### src/rtl/bin2bcd_seq.sv
// bin2bcd_seq -- sequential shift-add-3 (double-dabble) binary-to-BCD converter.
//
// Converts one input bit per clock. A WIDTH-bit unsigned value takes WIDTH
// shift cycles plus one DONE cycle. Digits that do not fit in DIGITS
// positions are dropped and flagged on ovf.
//
// Parameters
//   WIDTH      bit width of the unsigned binary input
//   DIGITS     number of BCD digits produced
//
// Ports
//   clk        system clock, all state on rising edge
//   rst        synchronous, active-high reset
//   start      convert request, sampled only in IDLE
//   bin        unsigned value, captured on an accepted start
//   busy       high while the shift phase runs
//   finish     one-cycle pulse, bcd/bcd_valid/ovf hold the new result
//   bcd        packed BCD, digit 0 (units) in [3:0]
//   bcd_valid  per-digit display enable, bit 0 = units
//   ovf        result >= 10**DIGITS (upper digits truncated)
//
// Build option
//   BIN2BCD_BLANK_EN  leading-zero blanking on bcd_valid; when undefined
//                     bcd_valid is tied to all ones.

module bin2bcd_seq #(
   parameter int WIDTH  = 8,
   parameter int DIGITS = 3
) (
   input  logic                  clk,
   input  logic                  rst,
   input  logic                  start,
   input  logic [WIDTH-1:0]      bin,
   output logic                  busy,
   output logic                  finish,
   output logic [4*DIGITS-1:0]   bcd,
   output logic [DIGITS-1:0]     bcd_valid,
   output logic                  ovf
);

   localparam int CW = (WIDTH > 1) ? $clog2(WIDTH) : 1;

   typedef enum logic [1:0] {
      IDLE,
      SHIFT,
      DONE
   } state_t;

   state_t               state;
   state_t               state_nx;

   logic [WIDTH-1:0]     shreg;
   logic [4*DIGITS-1:0]  dig;
   logic [4*DIGITS-1:0]  dig_adj;
   logic [4*DIGITS-1:0]  dig_nx;
   logic                 sticky;
   logic                 sticky_nx;
   logic [CW-1:0]        cnt;
   logic                 last;

   assign last = (cnt == CW'(WIDTH - 1));

   // Add-3 on every digit >= 5 (4-bit wrap), then shift {digits, shreg} left.
   // The bit falling out of the top digit is a lost decimal carry.
   always_comb begin
      dig_adj = dig;
      for (int unsigned k = 0; k < DIGITS; k++) begin
         if (dig[4*k +: 4] >= 4'd5) begin
            dig_adj[4*k +: 4] = dig[4*k +: 4] + 4'd3;
         end
      end
      dig_nx    = {dig_adj[4*DIGITS-2:0], shreg[WIDTH-1]};
      sticky_nx = sticky | dig_adj[4*DIGITS-1];
   end

   always_ff @(posedge clk) begin
      if (rst) begin
         state <= IDLE;
      end else begin
         state <= state_nx;
      end
   end

   always_comb begin
      state_nx = state;
      busy     = 1'b0;
      case (state)
         IDLE: begin
            if (start) begin
               state_nx = SHIFT;
            end
         end
         SHIFT: begin
            busy = 1'b1;
            if (last) begin
               state_nx = DONE;
            end
         end
         DONE: begin
            state_nx = IDLE;
         end
         default: begin
            state_nx = IDLE;
         end
      endcase
   end

   // The result registers load on the edge that enters DONE, straight from the
   // final shift value, so they are already valid while finish is high.
   always_ff @(posedge clk) begin
      if (rst) begin
         shreg  <= '0;
         dig    <= '0;
         sticky <= 1'b0;
         cnt    <= '0;
         bcd    <= '0;
         ovf    <= 1'b0;
         finish <= 1'b0;
      end else begin
         finish <= 1'b0;
         case (state)
            IDLE: begin
               if (start) begin
                  shreg  <= bin;
                  dig    <= '0;
                  sticky <= 1'b0;
                  cnt    <= '0;
               end
            end
            SHIFT: begin
               shreg  <= shreg << 1;
               dig    <= dig_nx;
               sticky <= sticky_nx;
               cnt    <= cnt + CW'(1);
               if (last) begin
                  bcd    <= dig_nx;
                  ovf    <= sticky_nx;
                  finish <= 1'b1;
               end
            end
            default: begin
            end
         endcase
      end
   end

`ifdef BIN2BCD_BLANK_EN
   logic [DIGITS-1:0] valid_nx;
   logic              seen;

   // Scan from the most significant digit down: a digit is shown once any
   // digit at or above it is nonzero. Units always shown so 0 reads "0".
   always_comb begin
      valid_nx = '0;
      seen     = 1'b0;
      for (int unsigned i = 0; i < DIGITS; i++) begin
         seen                    = seen | (dig_nx[4*(DIGITS-1-i) +: 4] != 4'd0);
         valid_nx[DIGITS-1-i]    = seen;
      end
      valid_nx[0] = 1'b1;
   end

   always_ff @(posedge clk) begin
      if (rst) begin
         bcd_valid <= DIGITS'(1);
      end else if (state == SHIFT && last) begin
         bcd_valid <= valid_nx;
      end
   end
`else
   assign bcd_valid = '1;
`endif

endmodule

### config.mk
export PLATFORM = sky130hd
export DESIGN_NAME = bin2bcd_seq
export DESIGN_NICKNAME = d
export VERILOG_FILES = /design/src/rtl/bin2bcd_seq.sv
export SDC_FILE = /design/constraint.sdc
export NUM_CORES = 1
export LEC_CHECK = 0
export ABC_AREA = 1
export CORE_MARGIN = 1.5
export CORE_UTILIZATION = 57
export CTS_CLUSTER_DIAMETER = 80
export DETAILED_ROUTE_END_ITERATION = 6
export PLACE_DENSITY = 0.95
export SYNTH_ARGS = -nofsm -noshare
export SYNTH_HDL_FRONTEND = slang
export SYNTH_SLANG_ARGS = --single-unit
export TNS_END_PERCENT = 100
### constraint.sdc
create_clock -name clk -period 2.12 [get_ports clk]
set_input_delay 0.424 -clock clk [delete_from_list [all_inputs] [get_ports clk]]
set_output_delay 0.424 -clock clk [all_outputs]
set_load 0.02 [all_outputs]
Word level (Yosys, flattened, before mapping)
Index checks and enable logic that the tools add are counted.
- flip-flop bits (word level): 40
- bits in latches: 0
- memory bits (writable): 0
- ROM bits: 0
- memories kept: 0
- add/subtract/negate cells: 4
- multiply operators: 0
- divide/modulo/power cells: 0
- $lt $le $gt $ge: 3
- equality and inequality tests: 4
- shifts and indexed selects: 0
- multiplexer cells: 16
- bitwise gates (word level): 2
- reductions and logical operators: 6
- operators with widths (operator ; number):
    case mux 12 bit (2 select lines) ; 1
    case mux 8 bit (2 select lines) ; 1
    adder 4 x 2 -> 4 bit, second input constant ; 3
    greater-or-equal comparator 4 x 3 -> 1 bit, second input constant ; 3
    2-to-1 mux 12 bit ; 1
    2-to-1 mux 4 bit ; 3
    2-to-1 mux 8 bit ; 1
    case mux 3 bit (2 select lines) ; 1
    AND reduction 2 bit ; 3
    2-to-1 mux 2 bit ; 2
    inequality test 2 bit, second input constant ; 2
    case mux 2 bit (2 select lines) ; 1
    adder 3 x 1 -> 3 bit, second input constant ; 1
    equality test 3 bit, second input constant ; 1
    2-to-1 mux 1 bit ; 3
    2-to-1 mux 3 bit ; 1
    equality test 2 x 1 -> 1 bit, second input constant ; 1
    logical NOT 2 bit ; 1
    case mux 1 bit (2 select lines) ; 1
    nonzero test 2 bit ; 1
    OR reduction 2 bit ; 1
    inverter 1 bit ; 1
    OR 1 bit ; 1

Logic depth before layout (Yosys ltp)
Gate-level depths: netlist of the first run.
- word-level depth: 4
- mapped depth: 10
- gate-level depth less buffers: 10

Worst setup path before layout of the first run
No wires, ideal clock.
- path kind: flip-flop to flip-flop
- start: reg cnt[0]
- end: reg ovf
- library setup time: 70 ps
- arrival: 1237 ps
- data required time: 2050 ps
- path slack: 813 ps
- cell stages (with the launch flop): 9
- path buffers: 1
- cells stage by stage: dfxtp_1 > ha_1 > ha_1 > nand2_1 > nor2_2 > inv_2 > buf_2 > nand2_1 > a21oi_1
- word-level cells in the longest chain between the ends: 2
- ends and longest elaborated chain (element ; line ; source):
    start: declaration ; 58 ; logic [CW-1:0] cnt;
    start signal: assignment ; 134 ; cnt <= cnt + CW'(1);
    equality test 3 bit ; 61 ; assign last = (cnt == CW'(WIDTH - 1));
    via last ; 59 ; logic last;
    AND reduction 2 bit (no source line) ; -- ;
    end signal: assignment ; 137 ; ovf <= sticky_nx;
    end: declaration ; 38 ; output logic ovf
The timed path passes the listed nets, and every way through them passes these cells.
A chain may end at the register's enable or synchronous reset.

Worst setup path after layout of the first run
- start: reg state[1]
- end: out busy
- word-level cells in the longest chain between the ends: 2
- ends and longest elaborated chain (element ; line ; source):
    start: declaration ; 49 ; state_t state;
    start signal: assignment ; 80 ; state <= state_nx;
    equality test 2 x 1 -> 1 bit ; 87 ; case (state)
    2-to-1 mux 1 bit ; 87 ;
    end: declaration ; 34 ; output logic busy,
No other way between the ends.

==> metrics, run 1 <==
wire length of the first global-routing pass 6.58 mm; max_cap viols 0; standard cell area after detailed placement 0.00212 mm2; buffers inserted during post-CTS setup optimization 0; final estimated routing congestion in global placement 0.924; TritonCTS clock tree done; die height 60.1 um; number of clock buffers inserted by TritonCTS 5; hpwl dp 2.75 mm; Post-Syn Area 0.00186 mm2; worst clock skew 0.0184 ns; die extent in x 60.1 um; Resized cells post-CTS 0; deepest clock path buffer count 2; pin count of the biggest net entering global routing 31; crit path time final 1.94 ns; Global Route Usage Sum 24.7%; global-route congestion overflow total 0; Design Area, Final 0.00218 mm2; reg2reg setup slack 0.62 ns; Detailed Route Iter0 Violations 119; register area share after synthesis 43.0%; top library cells by usage in the layout, fill and taps aside 85 x nand2_1, 40 x dfxtp_1, 35 x a21oi_1, 25 x clkdlybuf4s50_1, 22 x nor2_1; H-tree levels 2; setup TNS 0 ns; fin nets 307; routed length per placed instance 12.0 um; Finish-stage setup viols 0; P&R area growth vs syn 17.1%; root buffer cell clkbuf_4; outcome finished clean; worst endpoint required time 1.70 ns; Critical Path Max Stage Delay 0.59 ns; source-to-sink clock delay at the later pin of the worst-skew pair 0.36 ns; initial antenna violation count 0; number of global-route vias before repair 1475; power share of the sequential group 60.4%; number of buffers added to fix hold violations after cts 0; Crit. Startpoint state[1]; share of total power in combinational logic 8.3%; Sinks on Clock Net 40; Leak 0.846 nW; Clk pwr share 31.3%; num ports 29; Max Fclk 0.515 GHz; overall die area 0.00362 mm2; total via count after detailed routing 1733; iteration count of the initial detailed-routing pass 5; worst hold path class reg2reg; number of DRC violations after detailed routing 0; aggregate routed wire length 4.01 mm; final core utilization 70.8%; areal power density over the cells 591 mW/mm2; number of max-slew violations in the final report 0; FF+latch count, synth 40; number of fill cells in the layout 254; Setup Slack @ Placement 0.355 ns; Antenna Violating Nets Remaining 0; Overall Power 1.29 mW; Hold Path Stages 2; clock-pin slew of the registers on the worst-case setup and hold paths 0.11 ns; worst reg2reg startpoint dig[0]; cell-internal power 0.973 mW; net switching share of the total power 24.5%; number of instances in the synthesized netlist 265; post-route clock period utilization 91.7%; RSZ-0062 raised after global routing false; worst ir drop on vdd 0.000518 V; CP endpoint busy; critical path capture point type primary output; worst r2r dst dig[4]; Initial Util 60.4%; standard-cell row count 20; # diodes 0; Port-buffer cells 25; FF-to-FF path depth 7; Floorplan Core Area 0.00308 mm2; fraction of final layout cells with drive strength greater than 1 5.54%; drt via density 5.20; Crit path arrival time 1.52 ns; CP most frequent cell inv_2; most frequent standard cell in the layout excluding fill and tap cells nand2_1; library cells used by synthesis 21; average cell area after synthesis 7.02 um2; number of endpoints with negative hold slack in the final report 0; worst path cell trace inv_2 > nand2_4 > inv_2 > clkdlybuf4s50_1; net switching power 0.316 mW; critical path start-end classification reg2out; slowest stage cell, crit path clkdlybuf4s50_1; YS warnings 0; maximum net fanout on the critical path 8; final worst slack 0.177 ns; Critical Path Source Type flip-flop
-- synthesized netlist by cell type, drive strengths merged --
| cell | n | area, um2 |
|---|---|---|
| or2 | 1 | 6.26 |
| o21bai | 1 | 7.51 |
| nand4 | 5 | 31.3 |
| nand3 | 12 | 60.1 |
| buf | 10 | 72.6 |
| a31oi | 1 | 6.26 |
| inv | 22 | 82.6 |
| nand2 | 86 | 330 |
| conb | 1 | 3.75 |
| a21oi | 35 | 175 |
| dfxtp | 40 | 801 |
| o21ai | 16 | 80.1 |
| nor2 | 23 | 88.8 |
| clkbuf | 4 | 15.0 |
| ha | 8 | 100 |
-- state kept, by name, summed over array words and instances (netlist names) --
signal  flops
bcd        12
dig        12
shreg       8
cnt         3
state       2
finish      1
ovf         1
sticky      1
-- worst max-delay path: cells and delay by family, from the launching register on --
| family | cells | cell delay, ns |
|---|---|---|
| buffers and inverters | 3 | 0.74 |
| and+or+nand+nor | 1 | 0.07 |
| DFF | 1 | 0.36 |
-- routing by layer --
| layer | wire, um | global-route usage, % | up-vias |
|---|---|---|---|
| met5 | 0 | 0 | - |
| met4 | 73 | 9.52 | 0 |
| met1 | 1760 | 31.0 | 780 |
| met3 | 203 | 5.84 | 8 |
| li1 | - | - | 891 |
| met2 | 1970 | 40.7 | 54 |
-- cell type report --
class	count	area [um2]	share of cell area (%)
Timing Repair Buffer	28	285	13.1
Multi-Input combinational cell	191	897	41.2
Inverter	22	82.6	3.79
Clock buffer	8	58.8	2.70
Sequential cell	40	801	36.7
Tap cell	44	55.1	2.53
-- worst min path at each step --
stage               startpoint        to  slack (ns)
finish                shreg[0]  shreg[0]        0.46
global route            bcd[1]    bcd[1]        0.49
CTS                   shreg[0]  shreg[0]        0.47
detailed placement    shreg[0]  shreg[0]        0.45
global placement      shreg[0]  shreg[0]        0.45
floorplan               cnt[0]    cnt[0]        0.43
-- through the flow --
stage,hold slack [ns],std cells
final,0.464,333
after global routing,0.494,333
after CTS,0.465,333
after detailed placement,0.451,325
after global placement,0.447,325
after floorplan,0.429,267
-- power groups by stage --
stage,Clock (mW),Sequential (mW),Combinational (mW)
6_report,0.403,0.779,0.107
5_1_grt,0.451,0.781,0.119
4_1_cts,0.411,0.778,0.106
3_5_place_dp,0,0.795,0.105
3_3_place_gp,0,0.794,0.102
2_1_floorplan,0,0.792,0.0774
-- logic make-up after synthesis --
| family | share of synthesized area, % |
|---|---|
| and+or+nand+nor | 27.8 |
| AOI/OAI and AO/OA | 14.5 |
| DFF | 43.0 |
| buffers and inverters | 9.15 |
| adders and majority gates | 5.38 |
| other | 0.202 |
Note: power is estimated with default switching activity, not from simulation.
==> inputs of run 2 (changes only) <==
--- a/config.mk
+++ b/config.mk
@@ -10,6 +10,7 @@
 export CORE_UTILIZATION = 57
 export CTS_CLUSTER_DIAMETER = 80
 export DETAILED_ROUTE_END_ITERATION = 6
+export GPL_TIMING_DRIVEN = 0
 export PLACE_DENSITY = 0.95
 export SYNTH_ARGS = -nofsm -noshare
 export SYNTH_HDL_FRONTEND = slang
==> run 2 against run 1 <==
Against the previous run: via count rose by 3.8%; sequential share of layout area fell by 0.82 points; first-iteration DRC count is 39% lower; die area unchanged; setup slack lost 0.074 ns; power is 2.2% higher; register-to-register slack lost 0.13 ns; wire length increased by 3.4%; sequential power barely moved; flip-flop and latch count unchanged; largest power group unchanged.
==> metrics, run 2 (synthesized netlist as in run 1, its figures left out) <==
outcome finished clean; total buffers and inverters traversed by the critical path 4 (+1); slew at the pin closest to its max-slew limit 0.541 ns; critical path capture point type primary output; overall die area 0.00362 mm2 (unchanged); Floorplan Core Area 0.00308 mm2 (unchanged); Sinks on Clock Net 40 (unchanged); kind of cell adding the most delay to the critical path buffers and inverters; die height 60.1 um (unchanged); total via count after detailed routing 1799 (+3.8%); areal power density over the cells 591 mW/mm2 (about the same); hpwl dp 2.98 mm (+8.1%); origin of the worst min-delay path rst; Global Route Usage Sum 25.7% (+1.1 points); number of max-slew violations in the final report 0 (unchanged); worst hold path class in2reg; wire length of the first global-routing pass 6.76 mm (+2.6%); number of endpoints with negative hold slack in the final report 0 (unchanged); top library cells by usage in the layout, fill and taps aside 85 x nand2_1, 40 x dfxtp_1, 35 x a21oi_1, 23 x clkdlybuf4s50_1, 22 x nor2_1; Critical Path Max Stage Delay 0.36 ns (-0.23 ns); # diodes 0 (unchanged); fraction of final layout cells with drive strength greater than 1 8.36% (+2.8 points); Met1 Routed Length 1.77 mm (+0.80%); max_cap viols 0 (unchanged); Crit path arrival time 1.59 ns (+0.07 ns); global-route congestion overflow total 0 (unchanged); number of buffers added to fix hold violations after cts 0 (unchanged); TritonCTS clock tree done; source-to-sink clock delay at the later pin of the worst-skew pair 0.36 ns (about the same); count of non-filler cells in the finished layout 343 (+3.0%); final estimated routing congestion in global placement 0.888 (-3.9%); Initial Util 60.4% (unchanged); most frequent standard cell in the layout excluding fill and tap cells nand2_1; die extent in x 60.1 um (unchanged); Critical Path Source Type flip-flop; Max Fclk 0.496 GHz (-3.7%); Port-buffer cells 24 (-4.0%); Rel. slew slack 63.9%; worst endpoint required time 1.70 ns (about the same); deepest clock path buffer count 2 (unchanged); Leak 0.872 nW (+3.1%); Overall Power 1.32 mW (+2.2%); reg2reg setup slack 0.49 ns (-0.13 ns); RSZ-0062 raised after global routing false; worst clock skew 0.0142 ns (-0.00418 ns); H-tree levels 2 (unchanged); drt via density 5.24 (+0.78%); post-route clock period utilization 95.2% (+3.5 points); worst path cell trace inv_2 > nand2_4 > inv_2 > buf_2 > clkdlybuf4s15_1; number of placed cells counting well taps 335 (+3.1%); root buffer cell clkbuf_4; top sig layer met4; maximum net fanout on the critical path 10 (+2); number of global-route vias before repair 1639 (+11%); slowest stage cell, crit path dfxtp_1; iteration count of the initial detailed-routing pass 5 (unchanged); routed length on met2 2.05 mm (+4.1%); Detailed Route Iter0 Violations 73 (-39%); num ports 29 (unchanged); worst reg2reg startpoint cnt[0]; P&R area growth vs syn 19.8%; fin nets 317 (+3.3%); buffers inserted during post-CTS setup optimization 0 (unchanged); routed wire length on met3 203 um (unchanged); Finish-stage setup viols 0 (unchanged); clock-pin slew of the registers on the worst-case setup and hold paths 0.12 ns (about the same); Crit. Startpoint state[1]; routed length per placed instance 12.1 um (+0.35%); number of clock buffers inserted by TritonCTS 5 (unchanged); critical path start-end classification reg2out; aggregate routed wire length 4.14 mm (+3.4%); worst ir drop on vdd 0.000481 V (-7.2%); leading registers by flop count bcd (12), dig (12), shreg (8); number of DRC violations after detailed routing 0 (unchanged); CP most frequent cell inv_2; initial antenna violation count 0 (unchanged); Min Hold Slack 0.445 ns (-0.0189 ns); standard-cell row count 20 (unchanged); setup TNS 0 ns (unchanged); final worst slack 0.102 ns (-0.0743 ns); Antenna Violating Nets Remaining 0 (unchanged); pin count of the biggest net entering global routing 14 (-55%); Setup Slack @ Placement 0.197 ns (-0.158 ns); crit path time final 2.02 ns (+0.0743 ns)
==> run 2: worst register-to-register path: stages (launching register included) <==
cell and delay [ns]:
dfxtp_1 0.38, ha_1 0.16, ha_1 0.20, nand2_1 0.10
nor2_2 0.20, inv_2 0.13, buf_2 0.21, nand2_1 0.07
a21oi_1 0.06
==> run 2: what timing repair did <==
item | CTS | global route
gates cloned | 0 | 0
resized for setup | 1 | 1
hold endpoints to repair | 0 | 0
endpoints found under the setup margin | 1 | 1
==> run 2: where the power goes <==
part           leakage (nW)  internal (mW)  switching, mW  total [mW]
registers             0.324          0.767        0.00997       0.777
logic                 0.518         0.0483         0.0673       0.116
clock network        0.0305          0.161          0.264       0.425
total                 0.872          0.977          0.341        1.32
==> run 2: path summary, 6_finish.rpt <==
kind	endpoint	cells after the start
max reg2reg	bcd[8]	8
max	busy	5
min reg2reg	shreg[1]	2
min	dig[4]	2
==> run 2: metal layers <==
metal	GRT usage [%]	vias up
li1	-	911
met1	28.8	824
met2	43.9	52
met3	6.71	12
met4	14.3	0
met5	0	-
==> run 2: final cells by class <==
type,instances,area (um2)
buffer,14,87.6
clock buffer,6,51.3
clock inverter,2,15.0
fill,243,848
inverter,22,82.6
multi-input combinational,191,897
sequential,40,801
tap,44,55.1
timing repair buffer,24,240
==> run 2: per-stage QoR <==
stage / util (%) / area (um2)
final: 72.4 / 2230
after global routing: 72.4 / 2230
after CTS: 72.4 / 2230
after floorplan: - / 1870
after global placement: 70.3 / 2160
after detailed placement: 70.3 / 2160
